**src/rtl/cpu_pkg.sv**
```systemverilog
// Shared state/ALU types, ISA constants and decode helpers for the multi-cycle core.
package cpu_pkg;

    typedef enum logic [2:0] {StFetch, StDecode, StExec, StMem, StWb, StTrap} state_t;

    typedef enum logic [2:0] {AluAdd, AluSub, AluAnd, AluOr, AluSlt, AluSll, AluSrl} alu_op_t;

    localparam logic [5:0] OP_RTYPE = 6'd0;
    localparam logic [5:0] OP_J     = 6'd2;
    localparam logic [5:0] OP_JAL   = 6'd3;
    localparam logic [5:0] OP_BEQ   = 6'd4;
    localparam logic [5:0] OP_BNE   = 6'd5;
    localparam logic [5:0] OP_ADDI  = 6'd8;
    localparam logic [5:0] OP_LW    = 6'd35;
    localparam logic [5:0] OP_SW    = 6'd43;

    localparam logic [5:0] F_ADD = 6'd32;
    localparam logic [5:0] F_SUB = 6'd34;
    localparam logic [5:0] F_AND = 6'd36;
    localparam logic [5:0] F_OR  = 6'd37;
    localparam logic [5:0] F_SLT = 6'd42;
    localparam logic [5:0] F_SLL = 6'd0;
    localparam logic [5:0] F_SRL = 6'd2;
    localparam logic [5:0] F_JR  = 6'd8;

    function automatic logic insn_legal(input logic [5:0] op, input logic [5:0] funct);
        logic ok;
        ok = 1'b0;
        case (op)
            OP_RTYPE: begin
                case (funct)
                    F_ADD, F_SUB, F_AND, F_OR, F_SLT, F_SLL, F_SRL, F_JR: ok = 1'b1;
                    default: ok = 1'b0;
                endcase
            end
            OP_J, OP_JAL, OP_BEQ, OP_BNE, OP_ADDI, OP_LW, OP_SW: ok = 1'b1;
            default: ok = 1'b0;
        endcase
        return ok;
    endfunction

    // Non-R-type users of the ALU (addi, lw, sw address) all need an add.
    function automatic alu_op_t alu_decode(input logic [5:0] op, input logic [5:0] funct);
        alu_op_t res;
        res = AluAdd;
        if (op == OP_RTYPE) begin
            case (funct)
                F_SUB:   res = AluSub;
                F_AND:   res = AluAnd;
                F_OR:    res = AluOr;
                F_SLT:   res = AluSlt;
                F_SLL:   res = AluSll;
                F_SRL:   res = AluSrl;
                default: res = AluAdd;
            endcase
        end
        return res;
    endfunction

endpackage

```
**src/rtl/cpu_regfile.sv**
```systemverilog
// Register file: two asynchronous read ports, one synchronous write port, R0 reads as zero.
module cpu_regfile #(
    parameter int unsigned NREGS = 32
) (
    input  logic                     clk,
    input  logic                     reset,
    input  logic [$clog2(NREGS)-1:0] raddr_a,
    output logic [31:0]              rdata_a,
    input  logic [$clog2(NREGS)-1:0] raddr_b,
    output logic [31:0]              rdata_b,
    input  logic                     we,
    input  logic [$clog2(NREGS)-1:0] waddr,
    input  logic [31:0]              wdata
);

    logic [31:0] regs [NREGS];

    always_ff @(posedge clk) begin
        if (!reset) begin
            for (int i = 0; i < int'(NREGS); i++) begin
                regs[i] <= '0;
            end
        end else if (we && (waddr != '0)) begin
            regs[waddr] <= wdata;
        end
    end

    assign rdata_a = (raddr_a == '0) ? '0 : regs[raddr_a];
    assign rdata_b = (raddr_b == '0) ? '0 : regs[raddr_b];

endmodule

```
**src/rtl/multicycle_cpu_core.sv**
```systemverilog
// Multi-cycle MIPS-subset core sharing one ALU across FETCH/DECODE/EXEC/MEM/WB states.
// Defining CPU_PERF_CNT_EN adds cycle_cnt/instret_cnt performance counter ports.
module multicycle_cpu_core
    import cpu_pkg::*;
#(
    parameter int unsigned PC_W     = 8,
    parameter int unsigned DADDR_W  = 10,
    parameter int unsigned NREGS    = 32,
    parameter int unsigned RESET_PC = 0
) (
    input  logic               MAX10_CLK1_50,
    input  logic               reset,
    output logic [PC_W-1:0]    imem_addr,
    output logic               imem_req,
    input  logic               imem_ack,
    input  logic [31:0]        imem_rdata,
    output logic [DADDR_W-1:0] dmem_addr,
    output logic               dmem_req,
    output logic               dmem_we,
    output logic [31:0]        dmem_wdata,
    input  logic               dmem_ack,
    input  logic [31:0]        dmem_rdata,
    output logic               retire,
    output logic               halted
`ifdef CPU_PERF_CNT_EN
    ,
    output logic [31:0]        cycle_cnt,
    output logic [31:0]        instret_cnt
`endif
);

    localparam int unsigned RAW = $clog2(NREGS);

    state_t          state;
    logic [PC_W-1:0] pc;
    logic [31:0]     ir, a, b, imm, alu_out, mdr;
    logic [4:0]      shamt;
    alu_op_t         alu_op;

    logic [5:0]      op, funct;
    logic [RAW-1:0]  rs_idx, rt_idx, rd_idx, rf_waddr;
    logic [31:0]     rf_a, rf_b, alu_b, alu_res, rf_wdata;
    logic            rf_we;

    assign op     = ir[31:26];
    assign funct  = ir[5:0];
    assign rs_idx = ir[21 +: RAW];
    assign rt_idx = ir[16 +: RAW];
    assign rd_idx = ir[11 +: RAW];

    // Requests are masked while reset is held so nothing is issued until release.
    assign imem_addr  = pc;
    assign imem_req   = reset && (state == StFetch);
    assign dmem_req   = reset && (state == StMem);
    assign dmem_we    = dmem_req && (op == OP_SW);
    assign dmem_addr  = alu_out[DADDR_W-1:0];
    assign dmem_wdata = b;

    cpu_regfile #(
        .NREGS(NREGS)
    ) u_rf (
        .clk     (MAX10_CLK1_50),
        .reset   (reset),
        .raddr_a (rs_idx),
        .rdata_a (rf_a),
        .raddr_b (rt_idx),
        .rdata_b (rf_b),
        .we      (rf_we),
        .waddr   (rf_waddr),
        .wdata   (rf_wdata)
    );

    always_comb begin
        alu_b = (op == OP_RTYPE) ? b : imm;
        unique case (alu_op)
            AluSub:  alu_res = a - alu_b;
            AluAnd:  alu_res = a & alu_b;
            AluOr:   alu_res = a | alu_b;
            AluSlt:  alu_res = {31'd0, $signed(a) < $signed(alu_b)};
            AluSll:  alu_res = b << shamt;
            AluSrl:  alu_res = b >> shamt;
            default: alu_res = a + alu_b;
        endcase
    end

    // jal links in EXEC; everything else writes back in WB.
    always_comb begin
        rf_we    = 1'b0;
        rf_waddr = '0;
        rf_wdata = '0;
        if (state == StWb) begin
            rf_we    = 1'b1;
            rf_waddr = (op == OP_RTYPE) ? rd_idx : rt_idx;
            rf_wdata = (op == OP_LW) ? mdr : alu_out;
        end else if (state == StExec && op == OP_JAL) begin
            rf_we    = 1'b1;
            rf_waddr = '1;
            rf_wdata = 32'(pc);
        end
    end

    always_ff @(posedge MAX10_CLK1_50) begin
        if (!reset) begin
            state   <= StFetch;
            pc      <= PC_W'(RESET_PC);
            ir      <= '0;
            a       <= '0;
            b       <= '0;
            imm     <= '0;
            shamt   <= '0;
            alu_op  <= AluAdd;
            alu_out <= '0;
            mdr     <= '0;
            retire  <= 1'b0;
            halted  <= 1'b0;
        end else begin
            retire <= 1'b0;
            unique case (state)
                StFetch: begin
                    if (imem_ack) begin
                        ir    <= imem_rdata;
                        pc    <= pc + PC_W'(1);
                        state <= StDecode;
                    end
                end
                StDecode: begin
                    a      <= rf_a;
                    b      <= rf_b;
                    imm    <= {{16{ir[15]}}, ir[15:0]};
                    shamt  <= ir[10:6];
                    alu_op <= alu_decode(op, funct);
                    if (insn_legal(op, funct)) begin
                        state <= StExec;
                    end else begin
                        state  <= StTrap;
                        halted <= 1'b1;
                    end
                end
                StExec: begin
                    alu_out <= alu_res;
                    case (op)
                        OP_BEQ, OP_BNE: begin
                            // pc already points past the branch
                            if ((a == b) == (op == OP_BEQ)) pc <= pc + imm[PC_W-1:0];
                            state  <= StFetch;
                            retire <= 1'b1;
                        end
                        OP_J, OP_JAL: begin
                            pc     <= ir[PC_W-1:0];
                            state  <= StFetch;
                            retire <= 1'b1;
                        end
                        OP_LW, OP_SW: state <= StMem;
                        OP_RTYPE: begin
                            if (funct == F_JR) begin
                                pc     <= a[PC_W-1:0];
                                state  <= StFetch;
                                retire <= 1'b1;
                            end else begin
                                state <= StWb;
                            end
                        end
                        default: state <= StWb;
                    endcase
                end
                StMem: begin
                    if (dmem_ack) begin
                        if (op == OP_LW) begin
                            mdr   <= dmem_rdata;
                            state <= StWb;
                        end else begin
                            state  <= StFetch;
                            retire <= 1'b1;
                        end
                    end
                end
                StWb: begin
                    state  <= StFetch;
                    retire <= 1'b1;
                end
                StTrap: halted <= 1'b1;
                default: state <= StFetch;
            endcase
        end
    end

`ifdef CPU_PERF_CNT_EN
    always_ff @(posedge MAX10_CLK1_50) begin
        if (!reset) begin
            cycle_cnt   <= '0;
            instret_cnt <= '0;
        end else begin
            if (state != StTrap) cycle_cnt <= cycle_cnt + 32'd1;
            if (retire) instret_cnt <= instret_cnt + 32'd1;
        end
    end
`endif

endmodule
```
**config.mk**
```make
export PLATFORM = sky130hd
export DESIGN_NAME = multicycle_cpu_core
export DESIGN_NICKNAME = d
export VERILOG_FILES = /design/src/rtl/cpu_pkg.sv /design/src/rtl/cpu_regfile.sv /design/src/rtl/multicycle_cpu_core.sv
export SDC_FILE = /design/constraint.sdc
export NUM_CORES = 2
export LEC_CHECK = 0
export BUFFER_PORTS_ARGS = -buffer_cell sky130_fd_sc_hd__clkbuf_2
export CORE_ASPECT_RATIO = 1.2
export CORE_UTILIZATION = 40
export DETAILED_ROUTE_END_ITERATION = 6
export SYNTH_ARGS = -nofsm -noshare
export SYNTH_HDL_FRONTEND = slang
export SYNTH_HIERARCHICAL = 1
export SYNTH_SLANG_ARGS = --single-unit
```
**constraint.sdc**
```tcl
create_clock -name MAX10_CLK1_50 -period 7.3 [get_ports MAX10_CLK1_50]
set_input_delay 0.365 -clock MAX10_CLK1_50 [delete_from_list [all_inputs] [get_ports MAX10_CLK1_50]]
set_output_delay 0.365 -clock MAX10_CLK1_50 [all_outputs]
set_load 0.01 [all_outputs]
```
* Word-level counts from Yosys, hierarchy flattened *
Memory sizes are Yosys's and may differ from the RTL's. A register that Yosys moved wholly into a read port is not among the register bits.
Cells that the tools add are included.

storage, ports and cells
  bits of input ports = 68
  memories kept = 1
  output and inout port bits = 55
  memory bits (writable) = 1024
  logic and storage cells = 129
  register bits = 197

operators by class
  reductions and logical operators = 25
  muxes and demuxes = 48
  shifts and indexed selects = 2
  $lt $le $gt $ge = 1
  bitwise operators = 3
  $add $sub $neg = 4
  equal/unequal tests = 33

memory list
  name       depth  bits a word  rd ports  clocked after Yosys merged registers in  wr ports  RTL line           source
  u_rf.regs  32     32           2         2                                        32        cpu_regfile.sv:16  logic [31:0] regs [NREGS];

operators with widths
  cell                                                              count
  32-bit two-way mux                                                6
  32-bit one-hot mux with 6 select lines                            1
  6-bit == test (second input constant)                             7
  5-bit two-way mux                                                 8
  32-bit adder                                                      1
  32-bit bitwise AND                                                1
  32-bit == test                                                    1
  32-bit less-than comparator                                       1
  8-bit two-way mux                                                 4
  32-bit bitwise OR                                                 1
  32-bit OR reduction                                               1
  32-bit by 5-bit << shifter with 32-bit output                     1
  32-bit by 5-bit right shift with 32-bit output                    1
  32-bit subtractor                                                 1
  8-bit one-hot mux with 3 select lines                             1
  6-bit by 2-bit == test with 1-bit output (second input constant)  3
  3-bit two-way mux                                                 6
  3-bit one-hot mux with 6 select lines                             1
  8-bit one-hot mux with 2 select lines                             1
  3-bit == test (second input constant)                             5
  3-bit one-hot mux with 5 select lines                             1
  1-bit two-way mux                                                 14
  3-bit by 2-bit == test with 1-bit output (second input constant)  4
  6-bit by 3-bit == test with 1-bit output (second input constant)  2
  26 further kinds                                                  43

* Longest topological paths before layout *
  word-level depth = 11
  depth in mapped cells = 20
  mapped depth without buffers = 16

* Cells and area by module *
The synthesis kept the hierarchy.

by module, submodules not included
  module               instances  cells each  area each (um2)
  cpu_regfile          1          3764        54693.7
  multicycle_cpu_core  1          2407        17181.5

* Worst setup path before layout *
Ideal clock, no wire load.

  kind = reg-to-reg
  start = register state[1]
  end = memory u_rf.regs[4][0], enable pin
  setup slack = 1.824 ns
  cell stages (with the launch flop) = 11
  buffers on the path = 4
  arrival = 5.011 ns
  clock period less this slack = 5.476 ns
  library setup time = 0.466 ns
  cells stage by stage = dfxtp_1 nor2b_1 nor2b_1 clkbuf_1 clkbuf_1 clkbuf_1 nand3_1 o21ai_0 or3b_2 clkbuf_1 o21ai_0

RTL lines
  item                      RTL line                    source
  start: declaration        multicycle_cpu_core.sv:34   state_t state;
  start signal: assignment  multicycle_cpu_core.sv:104  state <= StFetch;
  start signal: assignment  multicycle_cpu_core.sv:123  state <= StDecode;
  start signal: assignment  multicycle_cpu_core.sv:133  state <= StExec;
  end: declaration          cpu_regfile.sv:16

* Worst setup path in the final report *
  start = register ir[29]
  end = register alu_out[27]

on the way
  longest elaborated chain between the ends = 4
  elaborated cells between the ends (all ways) = 7
  those cells by class = 2 x add/sub; 2 x mux; 2 x bitwise; 1 x reduce/logical

RTL lines
  item                                        RTL line                    source
  start: declaration                          multicycle_cpu_core.sv:36   logic [31:0] ir, a, b, imm, alu_out, mdr;
  start signal: assignment                    multicycle_cpu_core.sv:121  ir <= imem_rdata;
  6-bit logical NOT (*)                       multicycle_cpu_core.sv:74   alu_b = (op == OP_RTYPE) ? b : imm;
  32-bit two-way mux (*)                      multicycle_cpu_core.sv:74
  32-bit adder (tied with other cells)        multicycle_cpu_core.sv:82   default: alu_res = a + alu_b;
  32-bit one-hot mux with 6 select lines (*)  multicycle_cpu_core.sv:75   unique case (alu_op)
  end signal: assignment                      multicycle_cpu_core.sv:140  alu_out <= alu_res;
  end: declaration                            multicycle_cpu_core.sv:36

Every way passes the cells marked *; elsewhere a longest branch is shown, timed or not.
A chain may end at the register's enable or synchronous reset.

==> metrics.yaml <==
rows: 170
cts_made_buffers: 131
dr.pass1.iters: 7
crit_type: "flip-flop to flip-flop"
syn_avg_cell_area_sq_um: 11.65
place_area_sq_um: 74800
p_leak_nw: 27.49
cts_resized: 0
multiInputGateArea_sq_um: 34820
fillers: 16300
start_util_pct: 40.23
cts_setup_buffers: 0
worst_pin_slew_ns: 1.472
io_buffers: 122
worst_slack_ns: 2.057
rrSetupSlack_ns: 2.06
final_cell_count_no_fill: 8497
synthTopCellsByArea: "edfxtp_1 (43%), mux4_2 (12%), and2_1 (8.7%)"
setup_viol: 0
cts.sinks: 1216
via_per_inst: 6.234
async_reset_ff_share_pct: 0
maxSlewViolCount: 0
synth_top_area_share_pct: 42.78
synth_top_cell_by_area: "edfxtp_1"
seq_area_sq_um: 34630
r2r_end: "alu_out[27]"
drt_iter0_drc: 5645
cts_tree: "yes"
hold_violations: 0
syn_area_sq_um: 71880
grt_max_degree: 84
dp.cells: 8189
antenna_found_initial: 10
endpoint: "alu_out[27]"
clockBufferDepth: 3
ff2ff_path_depth: 16
maxCapViolCount: 1
switchingPower_w: 0.005675
ys.flop_type: "edfxtp_1"
grt_use_total_pct: 28.10
root_buffer: "clkbuf_16"
drc: 0
period_needed_ns: 5.243
die_h_um: 466.4
synth_cell_types: 100
internal-power_w: 0.01298
crit_required_ns: 7.96
swShare_pct: 30.43
netlist_instances: 6171
fin_crit_sh_pct: 71.82
timing.rr.start: "ir[29]"
violations: "capacitance limit"
grt_pass1_wl_mm: 371.9
hold_start: "dmem_ack"
finalSetupTns_ns: 0
drive_gt1_share_pct: 17.79
cp.arrival_ns: 5.91
hold_class: "primary input to flip-flop"
sequentialPowerShare_pct: 43.6
pwr-share-clk_pct: 35.6
slew_headroom_pct: 0.8517
clock_latency_ns: 0.79
place_ws_ns: 2.168
vias: 52970
post-dp-hpwl_mm: 173.4
gp_congestion: 1.011
clkTransAtPathRegs_ns: 0.07
rsz0062_at_grt: "false"
hold_buffers: 66
grt_pass1_vias: 52080
routedWlPerCell_um: 30.53
synth_edf_count: 1024
design_area_sq_um: 79650
power.total_w: 0.01865
syn_to_final_growth_pct: 10.82
max_freq_ghz: 0.1907
dieArea_sq_um: 181400
startpoint: "ir[29]"
ir_drop_mv: 0.1546
grt.overflow.total: 0
die_x_um: 389.0
yosysWarnings: 6
core_area_sq_um: 178700
power_frac_comb_pct: 20.8
status: "complete, but fails checks"
critical_path.endpoint_type: "flip-flop"
ys_ff_latch: 1216
htreeDepth: 4
path_max_fanout: 31
final_antenna_net_count: 0
p_per_area_nw_per_um2: 234.2
wl_mm: 259.4
critPathLaunchType: "flip-flop"
final_nets: 6243
finClkSkew_ns: 0.02656
ys_seq_area_share_pct: 48.13
io_pins: 123
registers in the layout, summed over array words and instances (netlist names):
signal / cells
imm: 16
alu_op: 3
a: 32
alu_out: 32
ir: 32
halted: 1
dmem_wdata: 32
imem_addr: 8
retire: 1
mdr: 32
u_rf/regs: 1024
state: 3
logic make-up after synthesis:
kind of cell,synth area share [%]
xor gates and xnor gates,0.7068
other,0.005217
buffers and inverters,4.655
DFF,48.13
and+or+nand+nor,15.06
adders and majority gates,1.911
AOI/OAI and AO/OA,10.71
muxes,18.82
cells in the final DEF (no fill, tap or decap), types with 34 or more instances in the layout:
master         synthesis  final
o21ai_0              200    161
inv_1                118    117
nor2_1               197    159
edfxtp_1            1024   1024
nand2_1              499    498
a21oi_1              356    332
nor4_1                48     48
nor3_1                49     49
ha_1                 105    105
nor2_2                 0     34
a21o_1                38     38
o221ai_1              46     46
mux2i_1              416    416
nor2b_1               77     69
mux2_2                55     55
and2_1               998    997
a22oi_1              113    113
clkbuf_16              0    135
dlygate4sd3_1          0     66
dfxtp_1              192    181
a22o_1                48     48
xor2_1                34     34
o21ai_4                0     36
buf_4                 55    164
clkbuf_2               2    121
a211oi_1              94     94
mux4_2               387    387
o22ai_1               37     36
per-stage QoR:
step | utilization [%] | hold slack, ns
after global routing | 44.57 | 0.07759
final | 44.58 | 0.06165
after global placement | 41.86 | 0.4433
after detailed placement | 41.86 | 0.4446
after CTS | 44.56 | 0.007912
after floorplan | - | 0.4317
critical path: stages, from the launching register on:
cell	delay, ns
dfxtp_1	0.40
nor3_1	0.29
and3b_1	0.61
buf_4	0.47
nand2_1	0.09
o21ai_0	0.12
inv_1	0.11
ha_1	0.45
and3_1	0.22
or4b_1	0.50
a31oi_1	0.33
o211ai_1	0.33
a21oi_2	0.43
o221ai_2	0.22
xnor2_1	0.20
o22ai_1	0.10
o221a_1	0.24
final cells by class:
class / instances / share of cell area (%)
antenna: 8 / 0.02513
clock buffer: 168 / 4.422
timing repair buffer: 359 / 3.330
inverter: 123 / 0.5859
clock inverter: 65 / 0.7933
multi-input combinational: 4236 / 43.72
tap: 2322 / 3.647
sequential: 1216 / 43.48
synthesized netlist by cell type (24+ instances only):
cell and number:
inv_1 118, clkbuf_1 443, a22oi_1 113, nor4_1 48
buf_6 24, nand3_1 28, ha_1 105, buf_2 77
nor2b_1 77, a2111oi_0 31, a21oi_1 356, and2_1 998
a31oi_1 28, dfxtp_1 192, edfxtp_1 1024, o21ai_0 200
nor2_1 197, o221ai_1 46, a21o_1 38, a211oi_1 94
buf_4 55, a22o_1 48, nand2_1 499, a221oi_1 32
xnor2_1 24, mux2i_1 416, nor3_1 49, mux2_2 55
o21ai_1 25, o22ai_1 37, xor2_1 34, mux4_2 387
per-layer routing:
metal,vias up,global-route usage [%],part of all wire [%]
met4,6,13.27,4.9
met5,-,0,0.016
met1,26880,34.45,38
li1,22660,-,-
met2,2780,47.72,49
met3,644,5.268,8.5
power by group through the flow:
stage | registers (W) | logic (W) | clock network, W
final | 0.00813 | 0.00389 | 0.00664
after global routing | 0.00815 | 0.00408 | 0.00696
after CTS | 0.00812 | 0.00382 | 0.00673
after detailed placement | 0.00827 | 0.00377 | 0
after global placement | 0.00825 | 0.00376 | 0
after floorplan | 0.00808 | 0.00262 | 0
how the worst min path moves through the flow:
stage | end | cells past startpoint | slack, ns
after floorplan | imm[15] | 2 | 0.43
after global placement | alu_op[2] | 2 | 0.44
after detailed placement | alu_op[2] | 2 | 0.44
after CTS | retire | 4 | 0.008
after global routing | alu_out[4] | 3 | 0.08
final | retire | 4 | 0.06
(Power assumes the default switching activity.)
